### src/rtl/serial_subtractor.sv
// Bit-serial subtractor: one full-subtractor cell and a borrow flop compute A - B - Bin, LSB first.
// Results are registered on leaving DONE, alongside a one-cycle Done pulse.
module serial_subtractor #(
    parameter int WIDTH = 8
) (
    input  logic             clk,
    input  logic             rst,
    input  logic             Start,
    input  logic [WIDTH-1:0] A,
    input  logic [WIDTH-1:0] B,
    input  logic             Bin,
    output logic [WIDTH-1:0] Diff,
    output logic             Bout,
    output logic             Ovf,
    output logic             Busy,
    output logic             Done
);

    localparam int CW = $clog2(WIDTH) + 1;

    typedef enum logic [1:0] {
        S_IDLE,
        S_SHIFT,
        S_DONE
    } state_t;

    state_t           state;
    state_t           state_nxt;
    logic [WIDTH-1:0] a_sh;
    logic [WIDTH-1:0] b_sh;
    logic [WIDTH-1:0] res;
    logic             brw;
    logic [CW-1:0]    cnt;
    logic             a_msb;
    logic             b_msb;
    logic             accept;
    logic             last;
    logic             bit_d;
    logic             brw_nxt;

    // DONE is not busy, so a Start seen there starts the next operation back-to-back.
    assign accept  = Start && (state != S_SHIFT);
    assign last    = (cnt == CW'(WIDTH - 1));
    assign Busy    = (state == S_SHIFT);
    assign bit_d   = a_sh[0] ^ b_sh[0] ^ brw;
    assign brw_nxt = (~a_sh[0] & b_sh[0]) | (~(a_sh[0] ^ b_sh[0]) & brw);

    always_ff @(posedge clk) begin
        if (rst) begin
            state <= S_IDLE;
        end else begin
            state <= state_nxt;
        end
    end

    always_comb begin
        state_nxt = state;
        case (state)
            S_IDLE:  if (accept) state_nxt = S_SHIFT;
            S_SHIFT: if (last) state_nxt = S_DONE;
            S_DONE:  state_nxt = accept ? S_SHIFT : S_IDLE;
            default: state_nxt = S_IDLE;
        endcase
    end

    // Outputs capture the finished result while the datapath may already load the next operands.
    always_ff @(posedge clk) begin
        if (rst) begin
            a_sh  <= '0;
            b_sh  <= '0;
            res   <= '0;
            brw   <= 1'b0;
            cnt   <= '0;
            a_msb <= 1'b0;
            b_msb <= 1'b0;
            Diff  <= '0;
            Bout  <= 1'b0;
            Ovf   <= 1'b0;
            Done  <= 1'b0;
        end else begin
            if (state == S_DONE) begin
                Diff <= res;
                Bout <= brw;
                Ovf  <= (a_msb != b_msb) && (res[WIDTH-1] != a_msb);
                Done <= 1'b1;
            end else begin
                Done <= 1'b0;
            end

            if (accept) begin
                a_sh  <= A;
                b_sh  <= B;
                brw   <= Bin;
                cnt   <= '0;
                a_msb <= A[WIDTH-1];
                b_msb <= B[WIDTH-1];
            end else if (state == S_SHIFT) begin
                a_sh <= a_sh >> 1;
                b_sh <= b_sh >> 1;
                res  <= {bit_d, res[WIDTH-1:1]};
                brw  <= brw_nxt;
                cnt  <= cnt + CW'(1);
            end
        end
    end

endmodule

### config.mk
export PLATFORM = sky130hd
export DESIGN_NAME = serial_subtractor
export DESIGN_NICKNAME = d
export VERILOG_FILES = /design/src/rtl/serial_subtractor.sv
export SDC_FILE = /design/constraint.sdc
export NUM_CORES = 1
export LEC_CHECK = 0
export CAP_MARGIN = 20
export CORE_MARGIN = 5
export CORE_UTILIZATION = 44
export CTS_CLUSTER_SIZE = 10
export DETAILED_ROUTE_END_ITERATION = 7
export PLACE_DENSITY = 0.69
export RECOVER_POWER = 25
export SYNTH_ARGS = -nofsm -noshare
export SYNTH_HDL_FRONTEND = slang
export SYNTH_SLANG_ARGS = --single-unit
### constraint.sdc
create_clock -name clk -period 3.3 [get_ports clk]
set_input_delay 0.825 -clock clk [delete_from_list [all_inputs] [get_ports clk]]
set_output_delay 0.825 -clock clk [all_outputs]
set_load 0.05 [all_outputs]
== Word-level counts from Yosys, hierarchy flattened ==
Index checks and enable logic that the tools add are counted.

* Logic and storage cells: 47
* Bits of input ports: 20
* Register bits: 44
* Output and inout bits: 12

* Bitwise operators: 8
* Add/subtract/negate cells: 1
* Equality and inequality tests: 8
* Muxes and demuxes: 11
* Reductions and logical operators: 7

{| class="wikitable"
|+ Operator list
! cell !! count
|-
| 8-bit 2-to-1 mux || 4
|-
| 2-bit case mux with 3 select lines || 1
|-
| 4-bit by 1-bit adder with 4-bit output, second input constant || 1
|-
| 4-bit by 3-bit == test with 1-bit output, second input constant || 1
|-
| 1-bit 2-to-1 mux || 4
|-
| 2-bit 2-to-1 mux || 2
|-
| 2-bit by 1-bit != test with 1-bit output, second input constant || 2
|-
| 2-bit AND reduction || 2
|-
| 1-bit inverter || 3
|-
| 1-bit AND || 2
|-
| 2-bit by 1-bit == test with 1-bit output, second input constant || 1
|-
| 2-bit == test, second input constant || 1
|-
| 1-bit logical AND || 2
|-
| 2-bit zero test || 1
|-
| 1-bit != test || 2
|-
| 2-bit != test, second input constant || 1
|-
| 2-bit nonzero test || 1
|-
| 2-bit OR reduction || 1
|-
| 1-bit XOR || 2
|-
| 1-bit bitwise OR || 1
|}

== Depth between registers and ports, before layout ==
* Word-level depth: 6
* Gate-level depth with buffers: 6
* Depth with buffers taken out: 4

== Worst setup path after synthesis ==
Ideal clock, no wire load.

* Kind: flip-flop to output port
* Start: register state[1]
* End: output Busy
* Path buffers: 2
* Cell stages (with the launch flop): 5
* Setup slack: 1.561 ns
* Required time: 2.475 ns
* Arrival: 0.914 ns
* Cells stage by stage: dfxtp_1 -> nand2b_1 -> buf_6 -> inv_2 -> buf_4

* Word-level cells in the longest chain between the ends: 1

{| class="wikitable"
|+ RTL lines
! what !! line !! source
|-
| start: declaration || 27 || <nowiki>state_t state;</nowiki>
|-
| start signal: assignment || 52 || <nowiki>state <= state_nxt;</nowiki>
|-
| 2-bit by 1-bit == test with 1-bit output || 44 || <nowiki>assign Busy = (state == S_SHIFT);</nowiki>
|-
| end: declaration || 15 || <nowiki>output logic Busy,</nowiki>
|}

Every way passes these cells.

== Worst setup path after layout ==
* Start: register Ovf
* End: output Ovf

{| class="wikitable"
|+ RTL lines
! what !! line !! source
|-
| start: declaration || 14 || <nowiki>output logic Ovf,</nowiki>
|-
| start signal: assignment || 84 || <nowiki>Ovf <= (a_msb != b_msb) && (res[WIDTH-1] != a_msb);</nowiki>
|}

No word-level cell between the ends.

==> results.json <==
{
  "critPathCaptureType": "output port",
  "synth-simple-area-share_pct": 17.1,
  "timing.critical_path.slowest_cell_delay_ns": 0.81,
  "drc": 0,
  "synth_compound_area_share_pct": 15.8,
  "ioPinCount": 32,
  "hp-class": "flip-flop to flip-flop",
  "met3_usage_pct": 5.06,
  "gr-usage-met2_pct": 21.2,
  "grt.busiest_layer": "met2",
  "grt_overflow": 0,
  "rsz0062_at_grt": "no",
  "start_kind": "flip-flop",
  "dp_hpwl_um": 2110,
  "hold_viol": 0,
  "synthAdderAreaFrac_pct": 1.84,
  "critPathBufInv": 1,
  "setup_tns_ns": 0,
  "post_cts_buffers": 0,
  "cts_root_buf": "clkbuf_8",
  "cts_tree": "yes",
  "r2r_slack_ns": 1.79,
  "gp_congestion": 0.709,
  "cp_max_fo": 2,
  "grt_start_max_net_pins": 46,
  "slowest_stage": "clkdlybuf4s50_1",
  "final_cells": 275,
  "postCtsHoldBufs": 0,
  "vias_per_cell": 5.07,
  "nFillCells": 366,
  "insertion_delay_ns": 0.29,
  "start_util_pct": 44.9,
  "fin_nets": 246,
  "syn2layout_area_growth_pct": 22.6,
  "status": "completed",
  "routedWlPerCell_um": 11.9,
  "synth_cells": 199,
  "yosysWarnings": 0,
  "yosys.area.top_type": "dfxtp_1",
  "vias": 1394,
  "avgSynthCellArea_sq_um": 8.89,
  "routed_wl_um": 3260,
  "diodes": 0,
  "synth_top_area_share_pct": 49.8,
  "postSynth.asyncResetShare_pct": 0,
  "drtAntennaViolNets": 0,
  "drive_gt1_share_pct": 5.78,
  "syn_nets": 221,
  "setup_viol": 0,
  "die_area_sq_mm": 0.00539,
  "pwr_density_cell_mw_per_mm2": 472,
  "clock_skew_ns": 0.00465,
  "worstSetupPathType": "flip-flop to output port",
  "ys.flop_type": "dfxtp_1",
  "synthMuxAreaShare_pct": 9.90,
  "numCtsBuffers": 5,
  "netlist_area_sq_mm": 0.00177,
  "seq_area_frac_synth_pct": 49.8,
  "synth_top_family_by_area": "simple AND/OR/NAND/NOR gates",
  "die_h_um": 73.4,
  "coreArea_sq_mm": 0.00394,
  "max_clock_freq_mhz": 442,
  "synth_xor_area_share_pct": 0,
  "clockBufferDepth": 2,
  "slew_headroom_pct": 52.2,
  "worst_hold_slack_ns": 0.455,
  "fin_util_pct": 55.0,
  "grt_usage_pct": 12.7,
  "grt_pass1_vias": 1225,
  "leakagePower_nw": 0.813,
  "worst_pin_slew_ns": 0.716,
  "die_w_um": 73.4,
  "cts_htree_levels": 2,
  "fin_crit_ns": 2.26,
  "cts_sinks": 44,
  "ir_drop_mv": 0.244,
  "num_rows": 23,
  "dr.pass1.iters": 4,
  "crit_chain": "clkdlybuf4s50_1",
  "drt_iter0_drc": 99,
  "netlist_top_cells_area": "dfxtp_1 (50%), mux2i_1 (9.1%), nand2_1 (7.6%)",
  "cap_viol_max_count": 0,
  "synth_edf_count": 0,
  "path_clk_slew_ns": 0.07,
  "drv_slew": 0,
  "portBuffers": 31,
  "cpLargestDelayFamily": "buffers and inverters",
  "dpl.cell_count": 267,
  "crit_arrival_ns": 1.44,
  "post_cts_resized": 0,
  "synth_cell_types": 27,
  "grt_pass1_wl_um": 5320,
  "antenna_found_initial": 0,
  "worstPathRequired_ns": 2.47,
  "met1_usage_pct": 14.9,
  "synth-seq-cells": 44,
  "post-route-period-util_pct": 68.5
}
cell usage in the layout (no fill, tap or decap):
cell and n:
nand2_1 36, mux2i_1 16, nor3_1 4, dlygate4sd3_1 1, a2bb2oi_1 1, nand3b_1 1
clkbuf_1 2, fa_1 1, inv_1 3, nand3_1 7, a221oi_1 1, clkbuf_8 6
buf_4 4, o21ai_0 2, nand2b_1 3, inv_2 1, ha_1 1, a21oi_1 22
or3_1 1, clkdlybuf4s50_1 29, mux2_4 1, nor2_1 18, nor2b_1 2, a211oi_2 1
a211oi_1 15, o211a_1 1, dfxtp_1 44, a31oi_1 1
flip-flops by register name, summed over array words and instances, names as in the netlist:
| name | count |
|---|---|
| Diff | 8 |
| a_sh | 8 |
| b_sh | 8 |
| res | 8 |
| cnt | 4 |
| state | 2 |
| Bout | 1 |
| Done | 1 |
| Ovf | 1 |
| a_msb | 1 |
| b_msb | 1 |
| brw | 1 |
worst paths after layout:
kind	depth (start not counted)	end	start
max	1	Ovf	Ovf
min	2	Diff[0]	res[0]
max reg2reg	4	cnt[2]	state[1]
min reg2reg	2	Diff[0]	res[0]
synth_stat cells, drive strengths merged, types with 2 or more instances:
cell / number
a211oi: 16
mux2i: 16
buf: 8
clkbuf: 8
nand3: 7
nor3: 4
nor2b: 2
nor2: 18
inv: 4
a21oi: 22
o21ai: 2
nand2b: 3
dfxtp: 44
nand2: 36
cell type report:
type                            count  area, sq um  share of cell area (%)
Clock buffer                        8         90.1                    4.15
Inverter                            4         15.0                   0.692
Multi-Input combinational cell    135          790                    36.4
Sequential cell                    44          881                    40.6
Tap cell                           50         62.6                    2.89
Timing Repair Buffer               34          330                    15.2
kinds of logic after synthesis:
kind of cell | count (synthesis)
and+or+nand+nor | 72
DFF | 44
adders and majority gates | 2
AOI/OAI and AO/OA | 44
muxes | 17
buffers and inverters | 20
per-layer routing:
metal / part of all wire (%) / wire length, um
met5: 0 / 0
met4: 1.3 / 43
met3: 6.8 / 223
met2: 45 / 1470
met1: 47 / 1530
tightest hold or removal path, cell delays in order (launching register included):
cell     delay (ns)
dfxtp_1        0.31
nand2_1        0.05
a21oi_1        0.05
report_power, final:
part           switching, W  total, W  leakage, nW  internal [W]
clock              0.000167  0.000338       0.0455      0.000171
sequential        0.0000146  0.000570        0.359      0.000555
combinational     0.0000610  0.000116        0.408     0.0000554
total              0.000243   0.00102        0.813      0.000781
stage by stage:
stage / area [sq um] / power [W] / setup slack [ns]
floorplan: 1770 / 0.000663 / 1.56
global placement: 2080 / 0.000698 / 0.947
detailed placement: 2080 / 0.000699 / 0.888
CTS: 2170 / 0.00104 / 1.02
global route: 2170 / 0.00107 / 0.988
finish: 2170 / 0.00102 / 1.04
(Power assumes the default switching activity.)
